`src/rtl/alu_ex_sequencer.sv`:
```
// -----------------------------------------------------------------------------
// alu_ex_sequencer
//
// Execute-stage controller that sits directly upstream of a multicycle ALU.
// It takes one decoded ALU instruction at a time from ID/EX, holds the ALU
// operand/control inputs stable for the op-dependent number of execute cycles,
// captures the ALU result and offers it to writeback together with the
// destination register and a byte-enable mask derived from the ppp field.
//
// Ports (bit numbering is big-endian, [0] is the MSB):
//   clk                    rising-edge clock
//   rst_n                  synchronous active-low reset
//   in_valid / in_ready    ID/EX handshake (in_ready is combinational)
//   in_type, in_oprA/B,    decoded instruction fields, latched on accept
//   in_ww, in_imm, in_ppp,
//   in_rd
//   alu_en, alu_type,      ALU control/operands; alu_en high only in EXEC,
//   alu_oprA/B, alu_ww,    the rest change only on accept or reset
//   alu_imm
//   alu_dout               ALU result, sampled on the last EXEC cycle
//   out_valid / out_ready  writeback handshake
//   out_data, out_rd,      captured result, destination and byte enables,
//   out_be                 held until the writeback handshake completes
// -----------------------------------------------------------------------------
module alu_ex_sequencer #(
    parameter int MUL_LAT = 3,   // execute cycles for mul odd/even, 1..15
    parameter int W       = 64   // datapath width, only 64 supported
) (
    input  logic         clk,
    input  logic         rst_n,

    input  logic         in_valid,
    output logic         in_ready,
    input  logic [0:5]   in_type,
    input  logic [0:W-1] in_oprA,
    input  logic [0:W-1] in_oprB,
    input  logic [0:1]   in_ww,
    input  logic [0:4]   in_imm,
    input  logic [0:2]   in_ppp,
    input  logic [0:4]   in_rd,

    output logic         alu_en,
    output logic [0:5]   alu_type,
    output logic [0:W-1] alu_oprA,
    output logic [0:W-1] alu_oprB,
    output logic [0:1]   alu_ww,
    output logic [0:4]   alu_imm,
    input  logic [0:W-1] alu_dout,

    output logic         out_valid,
    input  logic         out_ready,
    output logic [0:W-1] out_data,
    output logic [0:4]   out_rd,
    output logic [0:7]   out_be
);

    typedef enum logic [1:0] {
        IDLE = 2'd0,
        EXEC = 2'd1,
        DONE = 2'd2
    } state_e;

    localparam logic [0:5] OP_MUL_ODD  = 6'b000111;
    localparam logic [0:5] OP_MUL_EVEN = 6'b001000;

    // Counter holds the number of EXEC cycles still to go after the current one.
    localparam logic [3:0] MUL_CNT   = 4'(MUL_LAT - 1);
    localparam logic [3:0] SHORT_CNT = 4'd0;

    // Byte-enable mask for each participation code; codes 101..111 enable
    // nothing, so writeback sees a valid result but performs no write.
    function automatic logic [0:7] decode_ppp(input logic [0:2] ppp);
        case (ppp)
            3'b000:  decode_ppp = 8'b1111_1111;
            3'b001:  decode_ppp = 8'b1111_0000;
            3'b010:  decode_ppp = 8'b0000_1111;
            3'b011:  decode_ppp = 8'b1010_1010;
            3'b100:  decode_ppp = 8'b0101_0101;
            default: decode_ppp = 8'b0000_0000;
        endcase
    endfunction

    state_e         state_q, state_d;
    logic [3:0]     cnt_q, cnt_d;

    logic [0:5]     type_q;
    logic [0:W-1]   opr_a_q;
    logic [0:W-1]   opr_b_q;
    logic [0:1]     ww_q;
    logic [0:4]     imm_q;
    logic [0:2]     ppp_q;
    logic [0:4]     rd_q;

    logic [0:W-1]   out_data_q;
    logic [0:4]     out_rd_q;
    logic [0:7]     out_be_q;

    logic           accept;
    logic           exec_last;

    assign accept    = in_valid && in_ready;
    assign exec_last = (state_q == EXEC) && (cnt_q == 4'd0);

    // -------------------------------------------------------------------------
    // State register
    // -------------------------------------------------------------------------
    // NOTE: sequential state uses non-blocking assignments so every register
    // samples the pre-edge value of its inputs regardless of block ordering.
    always_ff @(posedge clk) begin
        if (!rst_n) begin
            state_q <= IDLE;
            cnt_q   <= 4'd0;
        end else begin
            state_q <= state_d;
            cnt_q   <= cnt_d;
        end
    end

    // -------------------------------------------------------------------------
    // Next-state logic
    // -------------------------------------------------------------------------
    // NOTE: every variable gets a default at the top of the block so no path
    // leaves it unassigned, which would otherwise infer a latch.
    always_comb begin
        state_d = state_q;
        cnt_d   = cnt_q;

        case (state_q)
            IDLE: begin
                if (accept) begin
                    state_d = EXEC;
                end
            end
            EXEC: begin
                if (cnt_q == 4'd0) begin
                    state_d = DONE;
                end else begin
                    cnt_d = cnt_q - 4'd1;
                end
            end
            DONE: begin
                // A new instruction can be taken on the same edge that the
                // result leaves, giving back-to-back issue with no bubble.
                if (out_ready) begin
                    state_d = in_valid ? EXEC : IDLE;
                end
            end
            default: begin
                state_d = IDLE;
            end
        endcase

        if (accept) begin
            cnt_d = ((in_type == OP_MUL_ODD) || (in_type == OP_MUL_EVEN))
                    ? MUL_CNT : SHORT_CNT;
        end
    end

    // -------------------------------------------------------------------------
    // Output logic
    // -------------------------------------------------------------------------
    always_comb begin
        alu_en    = (state_q == EXEC);
        out_valid = (state_q == DONE);
        // Held low during reset so upstream never sees a phantom accept.
        in_ready  = rst_n && ((state_q == IDLE) ||
                              ((state_q == DONE) && out_ready));
    end

    // -------------------------------------------------------------------------
    // Instruction holding registers and result capture
    // -------------------------------------------------------------------------
    always_ff @(posedge clk) begin
        if (!rst_n) begin
            type_q     <= '0;
            opr_a_q    <= '0;
            opr_b_q    <= '0;
            ww_q       <= '0;
            imm_q      <= '0;
            ppp_q      <= '0;
            rd_q       <= '0;
            out_data_q <= '0;
            out_rd_q   <= '0;
            out_be_q   <= '0;
        end else begin
            if (accept) begin
                type_q  <= in_type;
                opr_a_q <= in_oprA;
                opr_b_q <= in_oprB;
                ww_q    <= in_ww;
                imm_q   <= in_imm;
                ppp_q   <= in_ppp;
                rd_q    <= in_rd;
            end
            if (exec_last) begin
                out_data_q <= alu_dout;
                out_rd_q   <= rd_q;
                out_be_q   <= decode_ppp(ppp_q);
            end
        end
    end

    assign alu_type = type_q;
    assign alu_oprA = opr_a_q;
    assign alu_oprB = opr_b_q;
    assign alu_ww   = ww_q;
    assign alu_imm  = imm_q;

    assign out_data = out_data_q;
    assign out_rd   = out_rd_q;
    assign out_be   = out_be_q;

endmodule
```
`config.mk`:
```
export PLATFORM = sky130hd
export DESIGN_NAME = alu_ex_sequencer
export DESIGN_NICKNAME = d
export VERILOG_FILES = /design/src/rtl/alu_ex_sequencer.sv
export SDC_FILE = /design/constraint.sdc
export NUM_CORES = 1
export LEC_CHECK = 0
export BUFFER_PORTS_ARGS = -buffer_cell sky130_fd_sc_hd__buf_2
export CAP_MARGIN = 20
export CORE_AREA = 8 8 164 166
export CTS_CLUSTER_DIAMETER = 60
export DETAILED_ROUTE_END_ITERATION = 7
export DIE_AREA = 0 0 172 174
export PLACE_DENSITY_LB_ADDON = 0.12
export SYNTH_ARGS = -nofsm -noshare
export SYNTH_HDL_FRONTEND = slang
export SYNTH_SLANG_ARGS = --single-unit
export TNS_END_PERCENT = 5
```
`constraint.sdc`:
```
create_clock -name clk -period 3.8 [get_ports clk]
set_input_delay 0.76 -clock clk [delete_from_list [all_inputs] [get_ports clk]]
set_output_delay 0.76 -clock clk [all_outputs]
set_load 0.02 [all_outputs]
```
**Word-level counts from Yosys, hierarchy flattened**

Cells that the tools add are included.

- Bits of input ports: 217
- Register bits: 232

- Equal/unequal tests: 12
- Mux-type cells: 10
- Reductions and logical operators: 12
- Add/subtract/negate cells: 1

Operator list:

| cell | number |
|---|---|
| 8-bit case mux with 5 select lines | 1 |
| 4-bit 2-to-1 mux | 3 |
| 2-bit 2-to-1 mux | 4 |
| 3-bit by 2-bit == test with 1-bit output (second input constant) | 2 |
| 6-bit by 3-bit == test with 1-bit output (second input constant) | 1 |
| 6-bit by 4-bit == test with 1-bit output (second input constant) | 1 |
| 2-bit case mux with 3 select lines | 1 |
| 1-bit logical AND | 4 |
| 4-bit logical NOT | 1 |
| 2-bit by 1-bit != test with 1-bit output (second input constant) | 2 |
| 2-bit != test (second input constant) | 2 |
| 4-bit by 1-bit subtractor with 4-bit output (second input constant) | 1 |
| 3-bit by 1-bit == test with 1-bit output (second input constant) | 1 |
| 3-bit == test (second input constant) | 1 |
| 3-bit logical NOT | 1 |
| 3-bit AND reduction | 1 |
| 2-bit by 1-bit == test with 1-bit output (second input constant) | 1 |
| 2-bit == test (second input constant) | 1 |
| 2-bit logical NOT | 1 |
| 1-bit logical OR | 2 |
| 2-bit AND reduction | 1 |
| 2-bit nonzero test | 1 |
| 1-bit 2-to-1 mux | 1 |

**Logic depth before layout (Yosys ltp)**

- Depth after elaboration: 7
- Mapped depth: 7
- Depth with buffers taken out: 6

**Worst setup path after synthesis**

No wires, ideal clock.

- Path type: input port to output port
- Start point: input port rst_n
- End point: output port in_ready
- Arrival time: 1703 ps
- Required time: 3040 ps
- Slack: 1337 ps
- Buffers on the path: 2
- Stages: 3
- Cell sequence: buf_2 -> clkbuf_1 -> nor3b_1

- Cells in the longest elaborated chain, start to end: 1

RTL lines:

| item | line | text |
|---|---|---|
| start: declaration | 30 | `input logic rst_n,` |
| 1-bit logical AND | 166 | `in_ready = rst_n && ((state_q == IDLE) \|\|` |
| end: declaration | 33 | `output logic in_ready,` |

Every way passes these cells.

**Worst setup path in the final report**

- Start point: register state_q[0]
- End point: output port alu_en

- Cells in the longest elaborated chain, start to end: 1

RTL lines:

| item | line | text |
|---|---|---|
| start: declaration | 83 | `state_e state_q, state_d;` |
| start signal: assignment | 114 | `state_q <= state_d;` |
| 2-bit by 1-bit == test with 1-bit output | 163 | `alu_en = (state_q == EXEC);` |
| end: declaration | 42 | `output logic alu_en,` |

Every way passes these cells.

==> impl_results.md <==
- Post-CTS setup buffers: 0
- Final setup TNS: 0 ns
- Synthesized Nets: 1235
- P&R area growth vs syn: 35.3%
- Initial Util: 35.6%
- Register area share after synthesis: 52.3%
- Average routed wire per standard cell: 16.3 µm
- Cell area after synthesis: 8730 µm²
- Leading area contributor after synthesis: dfxtp_1
- Pre-CTS setup slack: 1.34 ns
- NumNets Final: 1632
- Hold buffers post-CTS: 0
- Critical path arrival: 1.61 ns
- Critical Path RT: 3.04 ns
- Vias in the first global route: 7703
- Detailed Place HPWL: 20600 µm
- Share of the synthesized area in the top cell type: 52.3%
- Slowest Stage Delay on Critical Path: 0.44 ns
- Post-synthesis register bit count: 228
- Synth area leaders: dfxtp_1 (52%), nand2_1 (19%), a21boi_1 (12%)
- Max Cap Viol: 0
- Fin crit share: 62.3%
- Number of flops mapped to enable cells by yosys: 0
- M1 WL: 11400 µm
- Startpoint Class: flip-flop
- Clock Latency Late Sink: 0.52 ns
- Layout cells sized above 1: 36.0%
- Hold Fails Final Rpt: 0
- Tmin final: 2.37 ns
- Synth Instances: 1016
- Die area: 29900 µm²
- Total of warnings raised by yosys: 0
- Via-to-Cell Ratio: 4.52
- Top-count cell post-synth: nand2_1
- Primary FF master, synth: dfxtp_1
- Synth unique cells: 34
- Port bufs: 437
- # DRC: 0
- H-tree levels: 1
- Avg Cell Area, Syn: 8.59 µm²
- Setup ws final: 1.43 ns
- Filler cells: 2532
- CTS Sinks: 228
- Die height: 174 µm
- CTS Buf Count: 27
- Worst-path cell chain: nor2b_1, buf_2
- Met3 wire length: 2970 µm
- Crit path max fanout: 7
- CP Class: reg2out
- First-pass iteration count of the detailed router: 4
- Post-synth ARST share: 0%
- Post-route core utilization: 48.1%
- Initial DRC count: 432
- Hold Path Class: reg2reg
- PnR Total Power: 5.76 mW
- Post-DRT Antenna Nets: 0
- Tightest Pin Transition: 0.988 ns
- Clock root buffer master: clkbuf_16
- Clock slew at reported path FFs: 0.05 ns
- CTS tree: yes
- First-pass GRT wire length: 43400 µm
- Vias post-DR: 7947
- Worst clock skew: 0.00829 ns
- Cts repair resizes: 0
- Final GP Congestion: 0.767
- Final setup vio count: 0
- P_leak: 5.40 nW
- Largest net degree at the start of global routing: 91
- # rows: 58
- Slew headroom: 34.2%
- Routed WL: 28600 µm
- Status: finished clean
- Max clock buf depth: 3
- Critical Path Sink Type: output port
- Metal2 WL: 13600 µm
- Congestion Overflow GR: 0
- Max-slew violation count: 0
- Top Metal Used: met5
- Core area: 24500 µm²
- Aggregate global-route resource usage: 18.0%
- Most frequent cells after synthesis: nand2_1 (443), dfxtp_1 (228), a21boi_1 (141)
- IO Pins: 438
- CP max-delay cell: nor2b_1
- Die X: 172 µm
- Initial antenna violation count: 2
- RSZ-0062 raised after global routing: false
- Pwr Density: 488 nW/µm²
- Peak VDD IR: 0.000270 V
- Fmax achieved: 0.422 GHz
==> final timing paths <==
path,start,to,slack (ns),depth (start not counted)
worst min-delay path,alu_oprB[29]$_SDFFE_PN0P_,alu_oprB[29]$_SDFFE_PN0P_,0.45,2
worst max-delay path,state_q[0]$_SDFFE_PN0P_,alu_en,1.43,2
worst min register to register,alu_oprB[29]$_SDFFE_PN0P_,alu_oprB[29]$_SDFFE_PN0P_,0.45,2
worst max register to register,state_q[0]$_SDFFE_PN0P_,out_data[2]$_SDFFE_PN0P_,1.50,5
==> cell type report <==
type / instances / area [µm²] / share of cell area (%)
sequential: 228 / 4560 / 38.7
multi-input combinational: 706 / 3700 / 31.3
antenna: 1 / 2.50 / 0.0212
timing repair buffer: 446 / 2270 / 19.2
inverter: 4 / 15.0 / 0.127
clock buffer: 36 / 769 / 6.52
clock inverter: 8 / 75.1 / 0.636
tap: 330 / 413 / 3.50
==> layout by cell type (no fill, tap or decap), drive strengths merged, types with 2 or more instances in the layout <==
master,count
buf,446
o21ai,3
xor2,2
nor2b,5
clkinv,6
nand2,443
dfxtp,228
nand2b,2
and3,2
o21a,2
clkbuf,36
nor2,6
a21oi,3
a21boi,222
ha,2
nand3,5
inv,4
==> stage by stage <==
stage          hold slack [ns]  cell area, µm²  instances
6_report                 0.446           11800       1759
5_1_grt                  0.456           11800       1759
4_1_cts                  0.442           11800       1758
3_5_place_dp             0.442           11000       1714
3_3_place_gp             0.437           11000       1714
2_1_floorplan            0.431            8730       1016
==> logic make-up after synthesis <==
group | share of synthesized area [%]
AOI/OAI and AO/OA | 20.7
xor gates and xnor gates | 0.301
adders and majority gates | 0.287
buffers and inverters | 5.52
DFF | 52.3
and+or+nand+nor | 20.9
==> flip-flops by register name, summed over array words and instances, names as in the netlist, 3 cells and up <==
register,cells
out_data,64
out_be,4
alu_type,6
alu_imm,5
alu_oprB,64
rd_q,5
ppp_q,3
alu_oprA,64
out_rd,5
cnt_q,4
==> critical path: cells and delay by family (launching register included) <==
kind	cells	cell delay (ns)
buf+inv	1	0.28
simple gates	1	0.44
flops	1	0.37
==> power by group <==
part,switching (mW),internal [mW],total [mW]
sequential,0.0572,2.51,2.57
combinational,0.451,0.277,0.728
clock,0.992,1.47,2.46
==> routing by layer <==
metal  global-route usage (%)  up-vias
li1                         -     4049
met1                     20.5     3565
met2                     31.3      290
met3                     6.17       41
met4                     4.96        2
met5                        0        -
Note: power is estimated with default switching activity, not from simulation.
